<file path="config.mk">
export PLATFORM = sky130hd
export DESIGN_NAME = alu_writeback
export DESIGN_NICKNAME = d
export VERILOG_FILES = /design/src/rtl/alu_writeback.sv
export SDC_FILE = /design/constraint.sdc
export NUM_CORES = 1
export LEC_CHECK = 0
export BUFFER_PORTS_ARGS = -buffer_cell sky130_fd_sc_hd__buf_2
export CAP_MARGIN = 20
export CORE_AREA = 2 2 88 90
export CTS_CLUSTER_SIZE = 28
export DETAILED_ROUTE_END_ITERATION = 10
export DIE_AREA = 0 0 90 92
export PLACE_DENSITY_LB_ADDON = 0.25
export SLEW_MARGIN = 20
export SYNTH_ARGS = -nofsm -noshare
export SYNTH_HDL_FRONTEND = slang
export SYNTH_SLANG_ARGS = --single-unit
</file>
<file path="constraint.sdc">
create_clock -name clk -period 3.8 [get_ports clk]
set_clock_uncertainty 0.15 [all_clocks]
set_input_delay 0.19 -clock clk [delete_from_list [all_inputs] [get_ports clk]]
set_output_delay 0.19 -clock clk [all_outputs]
set_load 0.01 [all_outputs]
</file>
<file path="src/rtl/alu_writeback.sv">
// ALU result writeback: accepts a (Y1, Y2, compare) transaction and retires it through
// a single register-file write port, one word per cycle, while owning the compare flags.
module alu_writeback #(
  parameter int DATA_W  = 32,
  parameter int ADDR_W  = 5,
  parameter int FLAG_W  = 8,
  parameter int DROP_R0 = 1
) (
  input  logic              clk,
  input  logic              resetn,
  input  logic              in_valid,
  output logic              in_ready,
  input  logic [DATA_W-1:0] in_y1,
  input  logic [DATA_W-1:0] in_y2,
  input  logic [FLAG_W-1:0] in_cmp,
  input  logic [ADDR_W-1:0] in_dst1,
  input  logic [ADDR_W-1:0] in_dst2,
  input  logic [1:0]        in_wmask,
  input  logic              in_setf,
  output logic              rf_we,
  output logic [ADDR_W-1:0] rf_waddr,
  output logic [DATA_W-1:0] rf_wdata,
  input  logic              rf_ready,
  output logic [FLAG_W-1:0] flags,
  output logic              busy,
  output logic              done
);

  localparam logic [1:0] IDLE = 2'd0;
  localparam logic [1:0] WR1  = 2'd1;
  localparam logic [1:0] WR2  = 2'd2;

  logic [1:0]        state_reg, state_next;
  logic [DATA_W-1:0] y1_reg, y2_reg;
  logic [ADDR_W-1:0] dst1_reg, dst2_reg;
  logic [1:0]        emask_reg;
  logic [FLAG_W-1:0] flags_reg;
  logic              done_reg, done_next;

  logic              accept;
  logic              finish;
  logic [1:0]        new_emask;
  logic              drop1, drop2;

  // Address 0 is a hardwired zero register when DROP_R0 is set.
  assign drop1     = (DROP_R0 != 0) && (in_dst1 == '0);
  assign drop2     = (DROP_R0 != 0) && (in_dst2 == '0);
  assign new_emask = {in_wmask[1] & ~drop2, in_wmask[0] & ~drop1};

  assign finish   = ((state_reg == WR1) && rf_ready && !emask_reg[1]) ||
                    ((state_reg == WR2) && rf_ready);
  assign in_ready = resetn && ((state_reg == IDLE) || finish);
  assign accept   = in_valid && in_ready;

  // A new accept overrides the finish-to-IDLE transition so back-to-back work has no bubble.
  always_comb begin
    state_next = state_reg;
    case (state_reg)
      WR1: if (rf_ready) state_next = emask_reg[1] ? WR2 : IDLE;
      WR2: if (rf_ready) state_next = IDLE;
      default: state_next = IDLE;
    endcase
    if (accept) begin
      if (new_emask[0])      state_next = WR1;
      else if (new_emask[1]) state_next = WR2;
      else                   state_next = IDLE;
    end
  end

  assign done_next = finish || (accept && (new_emask == 2'b00));

  always_ff @(posedge clk or negedge resetn) begin
    if (!resetn) begin
      state_reg <= IDLE;
      y1_reg    <= '0;
      y2_reg    <= '0;
      dst1_reg  <= '0;
      dst2_reg  <= '0;
      emask_reg <= '0;
      flags_reg <= '0;
      done_reg  <= 1'b0;
    end else begin
      state_reg <= state_next;
      done_reg  <= done_next;
      if (accept) begin
        y1_reg    <= in_y1;
        y2_reg    <= in_y2;
        dst1_reg  <= in_dst1;
        dst2_reg  <= in_dst2;
        emask_reg <= new_emask;
        if (in_setf) flags_reg <= in_cmp;
      end
    end
  end

  // The write request is a pure function of state, so it stays stable until rf_ready.
  always_comb begin
    rf_we    = 1'b0;
    rf_waddr = '0;
    rf_wdata = '0;
    case (state_reg)
      WR1: begin
        rf_we    = 1'b1;
        rf_waddr = dst1_reg;
        rf_wdata = y1_reg;
      end
      WR2: begin
        rf_we    = 1'b1;
        rf_waddr = dst2_reg;
        rf_wdata = y2_reg;
      end
      default: ;
    endcase
  end

  assign flags = flags_reg;
  assign busy  = (state_reg != IDLE);
  assign done  = done_reg;

endmodule

</file>
==> results of run 1 <==
routing by layer:
metal / track usage [%] / vias to the layer above / wire, µm
met5: 0 / - / 0
met4: 11.0 / 0 / 167
met3: 4.93 / 17 / 410
met2: 43.4 / 98 / 5280
met1: 29.5 / 1602 / 3930
li1: - / 1481 / -
power by group:
part           switching [W]  leakage, nW  internal (W)
Combinational       0.000396         1.47      0.000503
Sequential          0.000164         1.01       0.00123
Clock               0.000287       0.0869      0.000260
Total               0.000846         2.57       0.00199
cells by family (layout without fill, tap and decap cells):
kind of cell / Yosys count / count (layout) / synth area share (%)
flops: 86 / 86 / 55.2
mux: 83 / 83 / 24.0
fa+ha+maj: 3 / 3 / 0.962
compound gates: 51 / 51 / 10.0
buf+inv: 26 / 244 / 3.01
simple gates: 43 / 43 / 6.90
through the flow:
stage	worst slack, ps	cell area, µm²
finish	1400	5670
global route	1210	5670
CTS	1210	5670
detailed placement	1560	4660
global placement	1590	4660
floorplan	1790	3900
what timing repair did:
action / CTS / global route
endpoints found under the setup margin: 0 / 0
hold buffers: 84 / 0
hold endpoints to repair: 123 / 0
area by class of cell:
cell class / count / area (µm²)
sequential: 86 / 2150
fill: 511 / 1780
tap: 102 / 128
timing repair buffer: 226 / 1570
inverter: 5 / 18.8
clock inverter: 2 / 10.0
multi-input combinational: 180 / 1640
clock buffer: 11 / 151
Yosys cell counts (3+ instances only):
library cell	n	area [µm²]
ha_1	3	37.5
dfrtp_1	86	2150
inv_1	4	15.0
o21ai_0	4	20.0
clkbuf_1	10	37.5
mux2_1	18	203
nor2b_1	37	231
mux2_2	65	732
a22oi_1	37	278
buf_2	7	35.0
tightest hold or removal path: stages:
cell     delay, ps
buf_2           90
o21ai_0        140
o21ai_0        100
how the worst min path moves through the flow:
stage | end | slack [ps] | depth (start not counted)
detailed placement | y2_reg[30] | 50 | 1
floorplan | done | -260 | 0
global placement | y2_reg[30] | 50 | 1
global route | state_reg[0] | 100 | 3
CTS | state_reg[0] | 60 | 3
finish | state_reg[0] | 80 | 3
==> impl_metrics.py, run 1 <==
metrics = {
    "sta": {
        "rsz0062_at_grt": "no",
        "holdWs_ps": 79.2,
        "setup_violations": 0,
        "fin_crit_ps": 2400,
        "slew_headroom_pct": 56.9,
        "tns_ps": 0,
        "fmax_ghz": 0.416,
        "drv_slew": 0,
        "worst_pin_slew_ps": 646,
        "fin_crit_sh_pct": 63.3,
        "hold_violations": 0,
    },
    "pwr": {
        "irDropWorstVdd_mv": 0.317,
        "cellLeakagePower_nw": 2.57,
        "powerDensity_nw_per_um2": 501,
        "power_w": 0.00284,
    },
    "synthesis": {
        "synthArstFlopShare_pct": 100,
        "avgSynthCellArea_um2": 13.4,
        "syn-num-nets": 384,
        "synth_edf_count": 0,
        "synth_top_flop_cell": "dfrtp_1",
        "synth_cell_types": 26,
        "synth-seq-cells": 86,
        "synth_cells": 292,
        "yosys_warnings": 0,
        "syn-cell-area_um2": 3900,
        "synth-seq-area-share_pct": 55.2,
    },
    "setup_path": {
        "crit_fanout": 43,
        "regToRegStartpoint": "state_reg[1]",
        "reg2reg_to": "y1_reg[3]",
        "cp.required_ps": 3870,
        "crit_chain": "dlygate4sd3_1 -> buf_4 -> nand2_1 -> a21oi_4 -> buf_4 -> mux2_2",
        "endpoint": "y1_reg[3]",
        "worst_r2r_path_depth": 7,
        "rrSetupSlack_ps": 1570,
        "criticalPathCategory": "in -> reg",
        "worst-endpoint-arrival_ps": 2480,
        "crit_path_start_kind": "primary input",
        "crit_family": "buffers and inverters",
        "path_depth": 6,
        "crit_top_cell": "buf_4",
        "critPathBufInv": 3,
        "worstSetupStartpoint": "resetn",
        "worst_path_largest_cell_delay_ps": 530,
        "endpoint_kind": "flip-flop",
        "cp_slowest_cell": "dlygate4sd3_1",
    },
    "detailed_routing": {
        "totalWireLength_um": 9800,
        "drcViolationCount": 0,
        "num_vias": 3198,
        "postRouteAntennaNets": 0,
        "routed_via_density": 5.23,
        "drtPass1Iterations": 4,
        "wire_per_inst_um": 16.0,
        "drt_iter0_drc": 126,
    },
    "clock_tree": {
        "clock_latency_ps": 330,
        "clk_pin_slew_ps": 70,
        "cts_resized": 0,
        "root_buffer": "clkbuf_8",
        "ctsLongestPathBuffers": 2,
        "cts-buffers-inserted": 9,
        "cts_setup_buffers": 0,
        "htreeDepth": 3,
        "cts_tree": "built",
        "numClockSinks": 86,
    },
    "grt": {
        "grt_pass1_vias": 3428,
        "antenna_found_initial": 0,
        "grt_overflow": 0,
        "grt_pass1_wl_um": 16200,
        "grt_max_degree": 47,
        "grt_use_total_pct": 24.7,
    },
    "floorplan": {
        "dieArea_um2": 8280,
        "rows": 32,
        "die_y_um": 92,
        "chipWidth_um": 90,
        "core_um2": 7450,
        "start_util_pct": 52.4,
        "io_pins": 138,
    },
    "place": {
        "dp_hpwl_um": 5510,
        "routabilityCongestion": 0.769,
        "dp_cells": 515,
        "numPortBuffers": 137,
    },
    "status": {
        "status": "complete, no violations",
    },
    "final_layout": {
        "utilization_pct": 76.1,
        "final_common_cell": "buf_2",
        "area_growth_pct": 45.3,
        "layout_common_cells": "buf_2 (136), dfrtp_1 (86), dlygate4sd3_1 (84)",
        "stdcell_count": 612,
        "drive_above_1_share_pct": 44.1,
        "final_nets": 600,
        "diodes": 0,
    },
    "run": {
        "max_cap_violations": 0,
    },
    "worst_hold_path": {
        "worstHoldPathType": "in -> reg",
        "hp-start": "in_wmask[0]",
    },
}
Note: power is estimated with default switching activity, not from simulation.
==> inputs of run 2 (changes only) <==
CORE_AREA = 2 2 92 94   (was 2 2 88 90)
DIE_AREA = 0 0 94 96   (was 0 0 90 92)
clock period = 2.3 ns   (was 3.8 ns; I/O delays follow)
==> run 2 against run 1 <==
Net effect: register-to-register slack got worse by 1400 ps; first-iteration DRC count decreased by 35%; non-clock buffer count increased by 5; wire length increased by 1.2%; clock-buffer cell count decreased by 1; final area increased by 2.0%; via count decreased by 0.81%; utilization decreased by 4.3 points; cell count increased by 1.6%; critical endpoint is now rf_waddr[2]; largest power group unchanged.
==> impl_metrics.py, run 2 (synthesis gave the netlist of run 1 again) <==
metrics = {
    "status": {
        "status": "complete, no violations",
    },
    "floorplan": {
        "dieArea_um2": 9020,
        "chipWidth_um": 94,
        "io_pins": 138,
        "die_y_um": 96,
        "start_util_pct": 48.5,
        "core_um2": 8050,
        "rows": 33,
    },
    "sta": {
        "rsz0062_at_grt": "no",
        "fmax_ghz": 0.466,
        "tns_ps": 0,
        "setup_violations": 0,
        "fin_crit_sh_pct": 93.2,
        "worst_pin_slew_ps": 570,
        "drv_slew": 0,
        "fin_crit_ps": 2140,
        "slew_headroom_pct": 62.0,
        "hold_violations": 0,
    },
    "final_layout": {
        "drive_above_1_share_pct": 44.7,
        "final_nets": 605,
        "area_growth_pct": 48.2,
        "layout_common_cells": "buf_2 (136), dfrtp_1 (86), dlygate4sd3_1 (85)",
        "diodes": 0,
        "utilization_pct": 71.8,
        "final_common_cell": "buf_2",
        "fillers": 567,
    },
    "clock_tree": {
        "numClockSinks": 86,
        "cts_tree": "built",
        "clock_latency_ps": 350,
        "clk_pin_slew_ps": 90,
        "ctsLongestPathBuffers": 2,
        "htreeDepth": 3,
        "root_buffer": "clkbuf_8",
        "cts-buffers-inserted": 9,
    },
    "place": {
        "numPortBuffers": 137,
        "routabilityCongestion": 0.720,
        "dp_hpwl_um": 5790,
    },
    "grt": {
        "grt_pass1_wl_um": 15700,
        "grt_use_total_pct": 22.6,
        "grt_pass1_vias": 3284,
        "grt_overflow": 0,
        "grt_max_degree": 46,
        "antenna_found_initial": 0,
    },
    "setup_path": {
        "reg2reg_to": "y2_reg[9]",
        "rrSetupSlack_ps": 170,
        "endpoint": "rf_waddr[2]",
        "endpoint_kind": "output pin",
        "worstSetupStartpoint": "state_reg[0]",
        "worst_r2r_path_depth": 7,
        "crit_fanout": 39,
        "worst_path_largest_cell_delay_ps": 410,
        "regToRegStartpoint": "state_reg[1]",
        "worst-endpoint-arrival_ps": 1880,
        "cp_slowest_cell": "dfrtp_1",
        "cp.required_ps": 2040,
        "crit_path_start_kind": "flip-flop",
        "criticalPathCategory": "reg -> out",
        "crit_chain": "inv_1 -> ha_2 -> buf_6 -> a22oi_1 -> nor2b_1 -> buf_2",
    },
    "pwr": {
        "powerDensity_nw_per_um2": 842,
        "cellLeakagePower_nw": 2.62,
        "irDropWorstVdd_mv": 0.462,
    },
    "detailed_routing": {
        "drcViolationCount": 0,
        "totalWireLength_um": 9910,
        "routed_via_density": 5.10,
        "num_vias": 3172,
        "wire_per_inst_um": 15.9,
        "postRouteAntennaNets": 0,
        "drt_iter0_drc": 82,
        "drtPass1Iterations": 4,
    },
    "run": {
        "max_cap_violations": 0,
    },
    "worst_hold_path": {
        "worstHoldPathType": "in -> reg",
    },
}
run 2: how the worst min path moves through the flow:
| stage | cells past startpoint | startpoint | endpoint |
|---|---|---|---|
| global placement | 2 | resetn | y2_reg[28] |
| finish | 3 | in_wmask[1] | emask_reg[1] |
| detailed placement | 2 | resetn | dst1_reg[1] |
| CTS | 3 | in_wmask[1] | emask_reg[1] |
| floorplan | 0 | resetn | done |
| global route | 3 | in_wmask[1] | emask_reg[1] |
run 2: timing repair:
item	CTS	global route
hold buffers	85	0
buffers inserted	0	0
gates resized for setup	1	1
setup endpoints to repair	1	2
endpoints found under the hold margin	125	0
run 2: through the flow:
step | cell area, µm² | setup slack [ps] | power (W) | std cells | hold slack (ps)
floorplan | 3900 | 294 | 0.00322 | 292 | -331
global placement | 4720 | 290 | 0.00366 | 522 | 82.8
detailed placement | 4720 | 222 | 0.00373 | 522 | 82.2
CTS | 5780 | 109 | 0.00491 | 622 | 37.1
global route | 5780 | 7.60 | 0.00518 | 622 | 69.4
finish | 5780 | 156 | 0.00487 | 622 | 71.8
run 2: worst max-delay path: cells and delay by family (launching register included):
| family | cells | cell delay (ps) |
|---|---|---|
| adder cells (fa/ha/maj) | 1 | 220 |
| flip-flops | 1 | 410 |
| AND/OR/NAND/NOR | 1 | 160 |
| buffers and inverters | 3 | 580 |
| AO/OA/AOI/OAI | 1 | 150 |
run 2: cell type report:
type / count / area [µm²] / share of cell area (%)
sequential: 86 / 2150 / 37.2
multi-input combinational: 180 / 1640 / 28.4
timing repair buffer: 231 / 1640 / 28.4
clock buffer: 10 / 138 / 2.38
tap: 105 / 131 / 2.27
clock inverter: 5 / 60.1 / 1.04
inverter: 5 / 18.8 / 0.325
run 2: power breakdown:
group	switching [W]	leakage (nW)	internal, W	total, W
sequential	0.000270	1.01	0.00203	0.00230
combinational	0.000659	1.51	0.000859	0.00152
clock	0.000520	0.0983	0.000527	0.00105
run 2: layer usage:
layer | GRT usage [%] | vias up | share of wire (%)
met4 | 7.85 | 0 | 1.4
li1 | - | 1489 | -
met2 | 39.3 | 86 | 52
met3 | 3.84 | 11 | 4.4
met1 | 28.6 | 1586 | 42
met5 | 0 | - | 0
